==> src/rtl/npu_inst_sequencer_pkg.sv <==
// Shared types and constants for the NPU instruction-ring sequencer.
package npu_seq_pkg;

    typedef enum logic [2:0] {
        S_IDLE,
        S_POLL,
        S_FETCH,
        S_DISPATCH,
        S_EXEC,
        S_WRITEBACK,
        S_HALTED
    } seq_state_e;

    localparam logic [7:0] HALT_OP_DEF = 8'hFF;

    // Done word: MSB is the complete flag, the low FLAG_W-1 bits carry engine status.
    localparam logic DONE_COMPLETE = 1'b1;

endpackage

==> src/rtl/npu_inst_sequencer_if.sv <==
// Memory-side and engine-side bus of the sequencer; master = sequencer.
interface npu_inst_sequencer_if #(
    parameter int INST_W  = 128,
    parameter int SLOT_AW = 8,
    parameter int FLAG_W  = 8
);
    logic [SLOT_AW-1:0]  valid_address;
    logic                valid_clken;
    logic                valid_chipselect;
    logic                valid_write;
    logic [FLAG_W-1:0]   valid_writedata;
    logic [FLAG_W-1:0]   valid_readdata;

    logic [SLOT_AW-1:0]  inst_address;
    logic                inst_clken;
    logic                inst_chipselect;
    logic                inst_write;
    logic [INST_W/8-1:0] inst_byteenable;
    logic [INST_W-1:0]   inst_readdata;

    logic [SLOT_AW-1:0]  done_address;
    logic                done_clken;
    logic                done_chipselect;
    logic                done_write;
    logic [FLAG_W-1:0]   done_writedata;

    logic                cmd_valid;
    logic                cmd_ready;
    logic [INST_W-1:0]   cmd_data;
    logic [SLOT_AW-1:0]  cmd_slot;
    logic                exec_done;
    logic [FLAG_W-2:0]   exec_status;

    modport master (
        output valid_address, valid_clken, valid_chipselect, valid_write, valid_writedata,
        input  valid_readdata,
        output inst_address, inst_clken, inst_chipselect, inst_write, inst_byteenable,
        input  inst_readdata,
        output done_address, done_clken, done_chipselect, done_write, done_writedata,
        output cmd_valid, cmd_data, cmd_slot,
        input  cmd_ready, exec_done, exec_status
    );

    modport slave (
        input  valid_address, valid_clken, valid_chipselect, valid_write, valid_writedata,
        output valid_readdata,
        input  inst_address, inst_clken, inst_chipselect, inst_write, inst_byteenable,
        output inst_readdata,
        input  done_address, done_clken, done_chipselect, done_write, done_writedata,
        input  cmd_valid, cmd_data, cmd_slot,
        output cmd_ready, exec_done, exec_status
    );
endinterface

==> src/rtl/npu_inst_sequencer_mem_rd_wait.sv <==
// Tracks an outstanding on-chip memory read; rdata_valid rises RD_LAT cycles after start.
module npu_mem_rd_wait #(
    parameter int RD_LAT = 1
) (
    input  logic clk,
    input  logic reset,
    input  logic start,
    output logic rdata_valid
);
    logic [RD_LAT:1] vld_pipe;

    always_ff @(posedge clk or posedge reset) begin
        if (reset) begin
            vld_pipe <= '0;
        end else begin
            vld_pipe[1] <= start;
            for (int i = 2; i <= RD_LAT; i++) vld_pipe[i] <= vld_pipe[i-1];
        end
    end

    assign rdata_valid = vld_pipe[RD_LAT];
endmodule

==> src/rtl/npu_inst_sequencer.sv <==
// Instruction-ring sequencer: polls valid flags in ring order, fetches, dispatches, retires.
module npu_inst_sequencer
    import npu_seq_pkg::*;
#(
    parameter int         INST_W  = 128,
    parameter int         SLOT_AW = 8,
    parameter int         FLAG_W  = 8,
    parameter int         RD_LAT  = 1,
    parameter logic [7:0] HALT_OP = HALT_OP_DEF,
    parameter int         CNT_W   = 32
) (
    input  logic                 clk,
    input  logic                 reset,
    input  logic                 enable,
    npu_inst_sequencer_if.master bus,
    output logic                 busy,
    output logic                 halted,
    output logic [CNT_W-1:0]     retired_count
);
    seq_state_e          state_q;
    logic [SLOT_AW-1:0]  ptr_q;
    logic                vcs_q, vwr_q, ics_q, dwr_q;
    logic [FLAG_W-1:0]   dwdata_q;
    logic                cmd_valid_q;
    logic [INST_W-1:0]   cmd_data_q;
    logic                halt_q, halted_q;
    logic [CNT_W-1:0]    retired_q;
    logic                rd_start, rd_valid;

    // Valid-flag reads and instruction reads never overlap, so one tracker serves both.
    assign rd_start = (vcs_q & ~vwr_q) | ics_q;

    npu_mem_rd_wait #(.RD_LAT(RD_LAT)) u_rd_wait (
        .clk         (clk),
        .reset       (reset),
        .start       (rd_start),
        .rdata_valid (rd_valid)
    );

    always_ff @(posedge clk or posedge reset) begin
        if (reset) begin
            state_q     <= S_IDLE;
            ptr_q       <= '0;
            vcs_q       <= 1'b0;
            vwr_q       <= 1'b0;
            ics_q       <= 1'b0;
            dwr_q       <= 1'b0;
            dwdata_q    <= '0;
            cmd_valid_q <= 1'b0;
            cmd_data_q  <= '0;
            halt_q      <= 1'b0;
            halted_q    <= 1'b0;
            retired_q   <= '0;
        end else begin
            vcs_q <= 1'b0;
            vwr_q <= 1'b0;
            ics_q <= 1'b0;
            dwr_q <= 1'b0;
            case (state_q)
                S_IDLE: begin
                    if (enable) begin
                        state_q <= S_POLL;
                        vcs_q   <= 1'b1;
                    end
                end
                S_POLL: begin
                    if (rd_valid) begin
                        if (!enable) begin
                            state_q <= S_IDLE;
                        end else if (bus.valid_readdata != '0) begin
                            state_q <= S_FETCH;
                            ics_q   <= 1'b1;
                        end else begin
                            vcs_q <= 1'b1;
                        end
                    end
                end
                S_FETCH: begin
                    if (rd_valid) begin
                        cmd_data_q <= bus.inst_readdata;
                        if (bus.inst_readdata[INST_W-1 -: 8] == HALT_OP) begin
                            halt_q   <= 1'b1;
                            dwdata_q <= {DONE_COMPLETE, {(FLAG_W-1){1'b0}}};
                            vcs_q    <= 1'b1;
                            vwr_q    <= 1'b1;
                            dwr_q    <= 1'b1;
                            state_q  <= S_WRITEBACK;
                        end else begin
                            halt_q      <= 1'b0;
                            cmd_valid_q <= 1'b1;
                            state_q     <= S_DISPATCH;
                        end
                    end
                end
                S_DISPATCH: begin
                    if (bus.cmd_ready) begin
                        cmd_valid_q <= 1'b0;
                        state_q     <= S_EXEC;
                    end
                end
                S_EXEC: begin
                    if (bus.exec_done) begin
                        dwdata_q <= {DONE_COMPLETE, bus.exec_status};
                        vcs_q    <= 1'b1;
                        vwr_q    <= 1'b1;
                        dwr_q    <= 1'b1;
                        state_q  <= S_WRITEBACK;
                    end
                end
                S_WRITEBACK: begin
                    retired_q <= retired_q + CNT_W'(1);
                    ptr_q     <= ptr_q + SLOT_AW'(1);
                    if (halt_q) begin
                        halted_q <= 1'b1;
                        state_q  <= S_HALTED;
                    end else if (enable) begin
                        vcs_q   <= 1'b1;
                        state_q <= S_POLL;
                    end else begin
                        state_q <= S_IDLE;
                    end
                end
                S_HALTED: begin
                    if (!enable) begin
                        halted_q <= 1'b0;
                        state_q  <= S_IDLE;
                    end
                end
                default: state_q <= S_IDLE;
            endcase
        end
    end

    assign bus.valid_address    = ptr_q;
    assign bus.valid_clken      = 1'b1;
    assign bus.valid_chipselect = vcs_q;
    assign bus.valid_write      = vwr_q;
    assign bus.valid_writedata  = '0;
    assign bus.inst_address     = ptr_q;
    assign bus.inst_clken       = 1'b1;
    assign bus.inst_chipselect  = ics_q;
    assign bus.inst_write       = 1'b0;
    assign bus.inst_byteenable  = '1;
    assign bus.done_address     = ptr_q;
    assign bus.done_clken       = 1'b1;
    assign bus.done_chipselect  = dwr_q;
    assign bus.done_write       = dwr_q;
    assign bus.done_writedata   = dwdata_q;
    assign bus.cmd_valid        = cmd_valid_q;
    assign bus.cmd_data         = cmd_data_q;
    assign bus.cmd_slot         = ptr_q;

    assign busy          = (state_q != S_IDLE) && (state_q != S_HALTED);
    assign halted        = halted_q;
    assign retired_count = retired_q;
endmodule
==> src/flat_wrapper.sv <==
// flat-port wrapper written by rule: the top's interface ports become plain ports
module npu_inst_sequencer_flat import npu_seq_pkg::*;
#(
    parameter int         INST_W  = 128,
    parameter int         SLOT_AW = 8,
    parameter int         FLAG_W  = 8,
    parameter int         RD_LAT  = 1,
    parameter logic [7:0] HALT_OP = HALT_OP_DEF,
    parameter int         CNT_W   = 32
)
  (clk, reset, enable, busy, halted, retired_count, bus_valid_address, bus_valid_clken, bus_valid_chipselect, bus_valid_write, bus_valid_writedata, bus_valid_readdata, bus_inst_address, bus_inst_clken, bus_inst_chipselect, bus_inst_write, bus_inst_byteenable, bus_inst_readdata, bus_done_address, bus_done_clken, bus_done_chipselect, bus_done_write, bus_done_writedata, bus_cmd_valid, bus_cmd_data, bus_cmd_slot, bus_cmd_ready, bus_exec_done, bus_exec_status);
  npu_inst_sequencer_if #(.INST_W(INST_W), .SLOT_AW(SLOT_AW), .FLAG_W(FLAG_W)) bus_i ();
  input  logic clk;
  input  logic reset;
  input  logic enable;
  output logic busy;
  output logic halted;
  output logic [CNT_W-1:0] retired_count;
  output wire logic [$bits(bus_i.valid_address)-1:0] bus_valid_address;
  output wire logic [$bits(bus_i.valid_clken)-1:0] bus_valid_clken;
  output wire logic [$bits(bus_i.valid_chipselect)-1:0] bus_valid_chipselect;
  output wire logic [$bits(bus_i.valid_write)-1:0] bus_valid_write;
  output wire logic [$bits(bus_i.valid_writedata)-1:0] bus_valid_writedata;
  input wire logic [$bits(bus_i.valid_readdata)-1:0] bus_valid_readdata;
  output wire logic [$bits(bus_i.inst_address)-1:0] bus_inst_address;
  output wire logic [$bits(bus_i.inst_clken)-1:0] bus_inst_clken;
  output wire logic [$bits(bus_i.inst_chipselect)-1:0] bus_inst_chipselect;
  output wire logic [$bits(bus_i.inst_write)-1:0] bus_inst_write;
  output wire logic [$bits(bus_i.inst_byteenable)-1:0] bus_inst_byteenable;
  input wire logic [$bits(bus_i.inst_readdata)-1:0] bus_inst_readdata;
  output wire logic [$bits(bus_i.done_address)-1:0] bus_done_address;
  output wire logic [$bits(bus_i.done_clken)-1:0] bus_done_clken;
  output wire logic [$bits(bus_i.done_chipselect)-1:0] bus_done_chipselect;
  output wire logic [$bits(bus_i.done_write)-1:0] bus_done_write;
  output wire logic [$bits(bus_i.done_writedata)-1:0] bus_done_writedata;
  output wire logic [$bits(bus_i.cmd_valid)-1:0] bus_cmd_valid;
  output wire logic [$bits(bus_i.cmd_data)-1:0] bus_cmd_data;
  output wire logic [$bits(bus_i.cmd_slot)-1:0] bus_cmd_slot;
  input wire logic [$bits(bus_i.cmd_ready)-1:0] bus_cmd_ready;
  input wire logic [$bits(bus_i.exec_done)-1:0] bus_exec_done;
  input wire logic [$bits(bus_i.exec_status)-1:0] bus_exec_status;
  assign bus_valid_address = bus_i.valid_address;
  assign bus_valid_clken = bus_i.valid_clken;
  assign bus_valid_chipselect = bus_i.valid_chipselect;
  assign bus_valid_write = bus_i.valid_write;
  assign bus_valid_writedata = bus_i.valid_writedata;
  assign bus_i.valid_readdata = bus_valid_readdata;
  assign bus_inst_address = bus_i.inst_address;
  assign bus_inst_clken = bus_i.inst_clken;
  assign bus_inst_chipselect = bus_i.inst_chipselect;
  assign bus_inst_write = bus_i.inst_write;
  assign bus_inst_byteenable = bus_i.inst_byteenable;
  assign bus_i.inst_readdata = bus_inst_readdata;
  assign bus_done_address = bus_i.done_address;
  assign bus_done_clken = bus_i.done_clken;
  assign bus_done_chipselect = bus_i.done_chipselect;
  assign bus_done_write = bus_i.done_write;
  assign bus_done_writedata = bus_i.done_writedata;
  assign bus_cmd_valid = bus_i.cmd_valid;
  assign bus_cmd_data = bus_i.cmd_data;
  assign bus_cmd_slot = bus_i.cmd_slot;
  assign bus_i.cmd_ready = bus_cmd_ready;
  assign bus_i.exec_done = bus_exec_done;
  assign bus_i.exec_status = bus_exec_status;
  npu_inst_sequencer #(.INST_W(INST_W), .SLOT_AW(SLOT_AW), .FLAG_W(FLAG_W), .RD_LAT(RD_LAT), .HALT_OP(HALT_OP), .CNT_W(CNT_W)) u_core (.clk(clk), .reset(reset), .enable(enable), .bus(bus_i), .busy(busy), .halted(halted), .retired_count(retired_count));
endmodule
==> config.mk <==
export PLATFORM = sky130hd
export DESIGN_NAME = npu_inst_sequencer_flat
export DESIGN_NICKNAME = d
export VERILOG_FILES = /design/src/rtl/npu_inst_sequencer_pkg.sv /design/src/rtl/npu_inst_sequencer_if.sv /design/src/rtl/npu_inst_sequencer_mem_rd_wait.sv /design/src/rtl/npu_inst_sequencer.sv /design/src/flat_wrapper.sv
export SDC_FILE = /design/constraint.sdc
export NUM_CORES = 1
export LEC_CHECK = 0
export CAP_MARGIN = 10
export CORE_AREA = 2 2 147 149
export DETAILED_ROUTE_END_ITERATION = 12
export DIE_AREA = 0 0 149 151
export GPL_TIMING_DRIVEN = 0
export PLACE_DENSITY = 0.78
export SETUP_SLACK_MARGIN = 0.05
export SYNTH_ARGS = -nofsm -noshare
export SYNTH_HDL_FRONTEND = slang
export SYNTH_SLANG_ARGS = --single-unit
==> constraint.sdc <==
create_clock -name clk -period 7.6 [get_ports clk]
set_clock_uncertainty 0.15 [all_clocks]
set_input_delay 1.52 -clock clk [delete_from_list [all_inputs] [get_ports clk]]
set_output_delay 1.52 -clock clk [all_outputs]
set_load 0.01 [all_outputs]
Yosys cells after proc, flatten, opt, wreduce, memory -nomap -nowiden
Index checks and enable logic that the tools add are counted.
{ "word_totals": {"register_bits": 186, "in_bits": 148, "output_inout_bits": 236, "elab_cells": 84} }
{ "classes": {"addsub": 2, "eq_ne": 18, "mux": 37, "n_bitwise": 3, "reduce_logical": 12} }
{ "op_table": {"columns": ["operator", "n"], "rows": [
  ["$add 32x1->32 const B", 1],
  ["$mux 3", 10],
  ["$mux 8", 3],
  ["$pmux 3 s7", 1],
  ["$mux 1", 18],
  ["$pmux 8 s2", 1],
  ["$ne 2x2->1 const B", 7],
  ["$eq 3x3->1 const B", 3],
  ["$add 8x1->8 const B", 1],
  ["$eq 8x8->1 const B", 1],
  ["$reduce_and 4->1", 2],
  ["$reduce_bool 8->1", 1],
  ["$reduce_and 7->1", 1],
  ["$eq 3x2->1 const B", 2],
  ["$pmux 1 s2", 3],
  ["$reduce_bool 2->1", 3],
  ["$pmux 1 s5", 1],
  ["$ne 2x1->1 const B", 2],
  ["$eq 3x1->1 const B", 1],
  ["$logic_not 3->1", 1],
  ["$ne 3x2->1 const B", 1],
  ["$ne 3x3->1 const B", 1],
  ["$reduce_and 3->1", 1],
  ["$reduce_bool 3->1", 1],
  ["5 further kinds", 5]
]} }

Depth between registers and ports, before layout
Gate-level depths: netlist (run 1).
{ "logic_depth": {"ltp_word": 5, "ltp_mapped": 6, "ltp_nobuf": 5} }

Hierarchy
Synthesis (run 1) repeated with hierarchy kept, for this count alone.
{ "hier_totals": {"hier_cells": 584, "area_unflattened_um2": 7868.8} }
{ "by_module_without_submodules": {"columns": ["module", "n_inst", "cells_each", "area_per_inst_um2", "seq_area_each_um2"], "rows": [
  ["npu_inst_sequencer", 1, 582, 7840.0, 4629.4],
  ["npu_mem_rd_wait", 1, 2, 28.8, 25.0]
]} }

Worst setup path before layout (run 1)
No wires, ideal clock.
{ "synth_timing": {"path_kind": "input to register", "start": "input bus_exec_done", "end": "register u_core.dwdata_q[7], in the netlist u_core.bus.done_writedata[7]", "setup_time_ns": 0.127, "t_arrival_ns": 2.407, "t_required_ns": 7.323, "setup_slack_ns": 4.915, "stages": 4, "n_path_buf": 1, "path_cell_list": "nor4b_1 nor3_1 buf_4 or2_2"} }
{ "synth_between": {"elab_chain_cells": 2} }
{ "synth_lines": {"columns": ["element", "line", "rtl"], "rows": [
  ["start: declaration", "flat_wrapper.sv:40", "input wire logic [$bits(bus_i.exec_done)-1:0] bus_exec_done;"],
  ["$ne 2x2->1 (no source line)", null, null],
  ["$reduce_and 4->1 (no source line)", null, null],
  ["end signal: assignment", "npu_inst_sequencer.sv:83", "dwdata_q <= {DONE_COMPLETE, {(FLAG_W-1){1'b0}}};"],
  ["end signal: assignment", "npu_inst_sequencer.sv:103", "dwdata_q <= {DONE_COMPLETE, bus.exec_status};"],
  ["end: declaration", "npu_inst_sequencer.sv:23", "logic [FLAG_W-1:0] dwdata_q;"]
]} }
No other way between the ends.
A chain may end at the register's enable or synchronous reset.

Worst setup path after layout (run 1)
{ "layout_timing": {"start": "register u_core.state_q[0]", "end": "output busy"} }
{ "layout_between": {"elab_chain_cells": 2, "word_cells_on_any_way": 3, "cone_classes": "1 x eq/ne; 2 x reduce/logical"} }
{ "layout_lines": {"columns": ["element", "line", "rtl"], "rows": [
  ["start: declaration", "npu_inst_sequencer.sv:20", "seq_state_e state_q;"],
  ["start signal: assignment", "npu_inst_sequencer.sv:42", "state_q <= S_IDLE;"],
  ["start signal: assignment", "npu_inst_sequencer.sv:62", "state_q <= S_POLL;"],
  ["start signal: assignment", "npu_inst_sequencer.sv:69", "state_q <= S_IDLE;"],
  ["$ne 3x3->1 / $reduce_bool 3->1 (equally long branches)", "npu_inst_sequencer.sv:153", "assign busy = (state_q != S_IDLE) && (state_q != S_HALTED);"],
  ["$logic_and 1x1->1 *", "npu_inst_sequencer.sv:153", null],
  ["end: declaration", "flat_wrapper.sv:16", "output logic busy;"]
]} }
Mark *: on every way between the ends. The rest lies on a longest branch, timed or not.

==> results.py, run 1 <==
metrics = {
    "synth": {
        "synthAdderAreaFrac_pct": 0.313,
        "ys_types": 43,
        "synth_seq_cells": 186,
        "netlist_instances": 859,
        "synth_seq_area_share_pct": 58.3,
        "synth.area.mux_share_pct": 1.13,
        "synth.avg_cell_area_um2": 9.29,
        "syn-cell-area_um2": 7980,
        "synth_xor_area_share_pct": 4.28,
        "async_reset_ff_share_pct": 100,
        "synth-edff-count": 0,
        "synth_compound_area_share_pct": 1.71,
        "synthFlopType": "dfrtp_1",
        "ys_warn_count": 0,
        "yosys.area_share.simple_pct": 25.8,
        "synth_top_family_by_area": "simple AND/OR/NAND/NOR gates",
    },
    "layout": {
        "fin_nets": 1410,
        "layout-drive-gt1-share_pct": 9.43,
        "mostFrequentLayoutCells": "nand2_1 (415), clkdlybuf4s50_1 (355), dfrtp_1 (186)",
        "final_cells": 1548,
        "nFillCells": 1779,
        "diodes": 0,
        "layout_commonest_cell": "nand2_1",
        "area_delta_synth_final_pct": 58.0,
    },
    "run": {
        "cap_violations": 0,
    },
    "clocking": {
        "root_buffer": "clkbuf_16",
        "clk_pin_slew_ns": 0.08,
        "hold_buffers": 0,
        "cts_setup_buffers": 0,
        "cts_resized": 0,
        "htree_num_levels": 4,
        "clk_latency_ns": 0.42,
        "clk_path_buf_depth": 2,
        "clock_sinks": 186,
        "cts_buffers": 17,
        "cts_tree": "done",
    },
    "sta": {
        "period_share_pct": 45.8,
        "fmax_mhz": 287,
        "max-slew-margin-rel_pct": 52.0,
        "hold_viol": 0,
        "setup_violations": 0,
        "rsz0062_at_grt": "no",
        "fin_crit_ns": 3.48,
        "worst_slew_pin_slew_ns": 0.720,
        "slew_viol_final": 0,
    },
    "global_routing": {
        "grt_overflow_total": 0,
        "track_usage_pct": 21.4,
        "grt_antenna_before_repair": 0,
        "grt_pass1_vias": 7117,
        "grt_pass1_wl_mm": 37.7,
        "grt_max_degree": 103,
    },
    "floorplanning": {
        "rows": 53,
        "fp.dieH_um": 151,
        "die_w_um": 149,
        "core-area_um2": 20800,
        "die_area_um2": 22500,
        "ios": 384,
        "initial_core_util_pct": 38.3,
    },
    "route": {
        "via_count": 7015,
        "vias_per_cell": 4.53,
        "top_layer": "met4",
        "ant_nets": 0,
        "route.detailed.drc": 0,
        "wl_per_cell_um": 15.6,
        "wl_met3_mm": 1.76,
        "met1_length_mm": 9.64,
        "dr.pass1.iters": 4,
        "wl_mm": 24.1,
        "wl_met2_mm": 12.2,
        "drtIter0Drc": 385,
    },
    "critical_path": {
        "critPathKind": "reg -> out",
        "critical_path_arrival_ns": 1.81,
        "cp-start-kind": "register",
        "cp.required_ns": 5.93,
        "cp-end-kind": "primary output",
        "path_max_fanout": 10,
    },
    "power_and_ir_drop": {
        "leakagePower_uw": 0.00599,
        "total_power_uw": 4450,
        "vdd_drop_max_mv": 0.188,
        "power_density_nw_per_um2": 353,
    },
    "placement": {
        "placed_cells_incl_taps": 1516,
        "io_buffers": 355,
        "place_congestion": 0.868,
        "dp_hpwl_mm": 18.3,
    },
    "min_path": {
        "min_path_type": "reg -> reg",
    },
    "run_status": {
        "status": "finished clean",
    },
}
## metrics by stage
step | hold slack (ns) | setup WS (ns) | area (um^2) | util (%) | setup TNS, ns
after floorplan | 0.343 | 0.873 | 8080 | - | 0
after global placement | 0.289 | -1.71 | 12000 | 57.5 | -315.24
after detailed placement | 0.302 | 4.21 | 12000 | 57.7 | 0
after CTS | 0.309 | 4.09 | 12600 | 60.6 | 0
after global routing | 0.340 | 4.03 | 12600 | 60.6 | 0
final | 0.304 | 4.12 | 12600 | 60.6 | 0
## path summary, 6_finish.rpt
path / slack, ns / cells after the start / start / to
max: 4.12 / 4 / u_core.state_q[0] / busy
min: 0.30 / 1 / u_core.bus.inst_chipselect / u_core.u_rd_wait.rdata_valid
max reg2reg: 5.23 / 6 / u_core.state_q[0] / u_core.bus.cmd_data[67]
min reg2reg: 0.30 / 1 / u_core.bus.inst_chipselect / u_core.u_rd_wait.rdata_valid
max in group asynchronous: 4.97 / 3 / reset / u_core.bus.cmd_data[122]
min in group asynchronous: 1.41 / 2 / reset / u_core.bus.cmd_data[93]
## synthesized netlist by cell type, drive strengths merged (3+ instances only)
| cell type | number | share of area (%) |
|---|---|---|
| nand2 | 415 | 20 |
| dfrtp | 186 | 58 |
| buf | 79 | 6.9 |
| xnor2 | 30 | 3.3 |
| nand4 | 22 | 1.9 |
| inv | 18 | 0.85 |
| clkbuf | 12 | 0.56 |
| nand3 | 11 | 0.69 |
| mux2i | 9 | 1.1 |
| xor2 | 9 | 0.99 |
| nor2 | 8 | 0.38 |
| o21ai | 8 | 0.50 |
| and3 | 6 | 0.47 |
| nor3 | 6 | 0.38 |
| and2 | 4 | 0.31 |
| a31oi | 3 | 0.24 |
| nor3b | 3 | 0.34 |
| nor4 | 3 | 0.42 |
## cell families (layout without fill, tap and decap cells)
logic type / after synthesis / in the layout
AND/OR/NAND/NOR: 491 / 491
flip-flops: 186 / 186
buffers and inverters: 109 / 497
XOR/XNOR: 39 / 39
AO/OA/AOI/OAI: 21 / 21
multiplexers: 9 / 9
adder cells (fa/ha/maj): 2 / 2
other: 2 / 28
## power breakdown
| part | internal [uW] | total, uW | switching, uW |
|---|---|---|---|
| combinational | 1040 | 1900 | 855 |
| clock | 486 | 904 | 418 |
| sequential | 1390 | 1650 | 259 |
| total | 2920 | 4450 | 1530 |
## state kept, by name, summed over array words and instances (netlist names)
| register | count |
|---|---|
| u_core.halted | 1 |
| u_core.bus.done_writedata | 8 |
| u_core.bus.cmd_data | 128 |
| u_core.halt_q | 1 |
| u_core.bus.cmd_slot | 8 |
| u_core.bus.valid_chipselect | 1 |
| u_core.u_rd_wait.rdata_valid | 1 |
| u_core.retired_count | 32 |
| u_core.bus.done_chipselect | 1 |
| u_core.state_q | 3 |
| u_core.bus.inst_chipselect | 1 |
| u_core.bus.cmd_valid | 1 |
## cell type report
cell class	instances	area [um^2]	area share, %
buffer	91	599	4.75
clock buffer	19	453	3.59
clock inverter	13	148	1.17
inverter	18	75.1	0.595
multi-input combinational	590	2760	21.9
sequential	186	4650	36.9
tap	275	344	2.73
timing repair buffer	356	3580	28.4
## critical path, cell delays in order, from the launching register on
cell,delay [ns]
dfrtp_1,0.43
buf_4,0.21
inv_1,0.12
nand2_1,0.08
clkdlybuf4s50_1,0.56
## metal layers
layer	GRT usage [%]	vias up
met5	0	-
met4	7.19	0
met3	5.66	30
met2	36.7	274
met1	26.2	3301
li1	-	3410
Note: power is estimated with default switching activity, not from simulation.
==> run 2: changes to the inputs <==
--- a/config.mk
+++ b/config.mk
@@ -6,11 +6,11 @@
 export NUM_CORES = 1
 export LEC_CHECK = 0
 export CAP_MARGIN = 10
-export CORE_AREA = 2 2 147 149
+export CORE_MARGIN = 1.5
+export CORE_UTILIZATION = 37
 export DETAILED_ROUTE_END_ITERATION = 12
-export DIE_AREA = 0 0 149 151
 export GPL_TIMING_DRIVEN = 0
-export PLACE_DENSITY = 0.78
+export PLACE_DENSITY = 0.79
 export SETUP_SLACK_MARGIN = 0.05
 export SYNTH_ARGS = -nofsm -noshare
 export SYNTH_HDL_FRONTEND = slang
==> constraint.sdc (replaced) <==
create_clock -name clk -period 2.81 [get_ports clk]
set_clock_uncertainty 0.15 [all_clocks]
set_input_delay 0.562 -clock clk [delete_from_list [all_inputs] [get_ports clk]]
set_output_delay 0.562 -clock clk [all_outputs]
set_load 0.01 [all_outputs]
==> run 2 against run 1 <==
Flip-flop and latch count did not move. Final area rose by 0.33%. Sequential share of layout area fell by 0.12 points. Via count rose by 1.4%. Global-route usage fell by 0.44 points. Combinational power rose to 2.7 times the previous value. Sequential power rose to 2.7 times the previous value. Critical endpoint unchanged.
==> results.py, run 2 (synthesis gave the netlist of run 1 again) <==
metrics = {
    "route": {
        "dr.pass1.iters": 5,
        "wl_per_cell_um": 15.1,
        "wl_mm": 23.4,
        "route.detailed.drc": 0,
        "via_count": 7114,
        "ant_nets": 0,
        "drtIter0Drc": 301,
        "vias_per_cell": 4.58,
    },
    "sta": {
        "fmax_mhz": 395,
        "slew_viol_final": 0,
        "hold_viol": 0,
        "worst_slew_pin_slew_ns": 0.715,
        "max-slew-margin-rel_pct": 52.4,
        "tns_ns": 0,
        "fin_crit_ns": 2.53,
        "period_share_pct": 90.2,
        "setup_violations": 0,
        "rsz0062_at_grt": "no",
        "setup_ws_ns": 0.276,
    },
    "layout": {
        "layout_commonest_cell": "nand2_1",
        "diodes": 0,
        "nFillCells": 1771,
        "layout-drive-gt1-share_pct": 9.71,
        "final_util_pct": 60.0,
        "mostFrequentLayoutCells": "nand2_1 (415), clkdlybuf4s50_1 (355), dfrtp_1 (186)",
        "post-route-cell-area_um2": 12700,
        "largest_reg_flops": 128,
        "area_delta_synth_final_pct": 58.5,
        "fin_nets": 1414,
    },
    "critical_path": {
        "r2r_start": "u_core.state_q[0]",
        "path_max_fanout": 10,
        "reg2reg_setup_slack_ns": 0.37,
        "r2r-end": "u_core.bus.cmd_data[73]",
        "critical_path_arrival_ns": 1.82,
        "ff2ff_path_depth": 6,
        "cp-end-kind": "primary output",
        "cp.required_ns": 2.10,
        "cp-start-kind": "register",
        "critPathKind": "reg -> out",
    },
    "power_and_ir_drop": {
        "vdd_drop_max_mv": 0.544,
        "total_power_uw": 11900,
        "leakagePower_uw": 0.00601,
        "power_density_nw_per_um2": 944,
    },
    "clocking": {
        "htree_num_levels": 4,
        "clk_path_buf_depth": 2,
        "cts_resized": 0,
        "clock_sinks": 186,
        "cts_setup_buffers": 0,
        "hold_buffers": 0,
        "cts_buffers": 17,
        "root_buffer": "clkbuf_16",
        "clk_pin_slew_ns": 0.08,
        "cts_tree": "done",
        "clk_latency_ns": 0.42,
    },
    "floorplanning": {
        "die_area_um2": 22500,
        "fp.dieH_um": 150,
        "core-area_um2": 21100,
        "ios": 384,
        "die_w_um": 150,
        "initial_core_util_pct": 37.9,
        "rows": 53,
    },
    "run_status": {
        "status": "finished clean",
    },
    "placement": {
        "io_buffers": 355,
        "placed_area_um2": 12100,
        "dp_hpwl_mm": 17.9,
        "place_congestion": 0.837,
        "place_ws_ns": 0.304,
    },
    "global_routing": {
        "grt_overflow_total": 0,
        "grt_max_degree": 41,
        "grt_pass1_vias": 7027,
        "grt_antenna_before_repair": 0,
        "grt_pass1_wl_mm": 36.6,
        "track_usage_pct": 20.9,
    },
    "min_path": {
        "min_to": "u_core.u_rd_wait.rdata_valid",
        "min_from": "u_core.bus.inst_chipselect",
        "min_path_type": "reg -> reg",
        "holdPathStages": 1,
    },
    "run": {
        "cap_violations": 0,
    },
}
==> run 2: cell count changes in the layout (fill, tap and decap cells not counted), sizes merged <==
cell / delta
buf: +4
bufinv: -1
clkinv: +2
clkinvlp: -1
==> run 2: worst max-delay path by stage <==
| stage | startpoint | endpoint | slack, ns | cells past startpoint |
|---|---|---|---|---|
| CTS | u_core.state_q[0] | busy | 0.25 | 4 |
| global route | u_core.state_q[0] | u_core.bus.cmd_data[75] | 0.14 | 6 |
| floorplan | reset | u_core.bus.cmd_data[0] | -0.29 | 1 |
| global placement | reset | u_core.bus.cmd_data[34] | -1.85 | 2 |
| detailed placement | bus_inst_readdata[122] | u_core.bus.done_writedata[2] | 0.30 | 6 |
| finish | u_core.state_q[0] | busy | 0.28 | 4 |
==> run 2: area by class of cell <==
cell class              instances  area, um^2  share of cell area, %
clock buffers                  19         453                   3.58
flip-flops and latches        186        4650                   36.8
clock inverters                13         120                  0.949
repair buffers                360        3650                   28.9
well taps                     275         344                   2.72
inverters                      18        71.3                  0.564
multi-input cells             590        2760                   21.8
plain buffers                  91         599                   4.74
==> run 2: through the flow <==
stage / hold WS, ns / std cells
finish: 0.309 / 1552
global route: 0.338 / 1552
CTS: 0.316 / 1552
detailed placement: 0.300 / 1520
global placement: 0.291 / 1515
floorplan: 0.343 / 885
==> run 2: where the power goes <==
part / internal (uW) / switching (uW)
Sequential: 3750 / 692
Clock: 1230 / 1150
Combinational: 2830 / 2290
==> run 2: critical path, cell delays in order, from the launching register on <==
cell             delay (ns)
dfrtp_1                0.44
buf_4                  0.21
inv_1                  0.13
nand2_1                0.08
clkdlybuf4s50_1        0.55
==> run 2: metal layers <==
| metal | up-vias | wire, um | global-route usage [%] |
|---|---|---|---|
| met4 | 0 | 610 | 7.60 |
| met3 | 42 | 1700 | 6.65 |
| li1 | 3432 | - | - |
| met5 | - | 0 | 0 |
| met1 | 3381 | 9310 | 25.0 |
| met2 | 259 | 11800 | 35.3 |
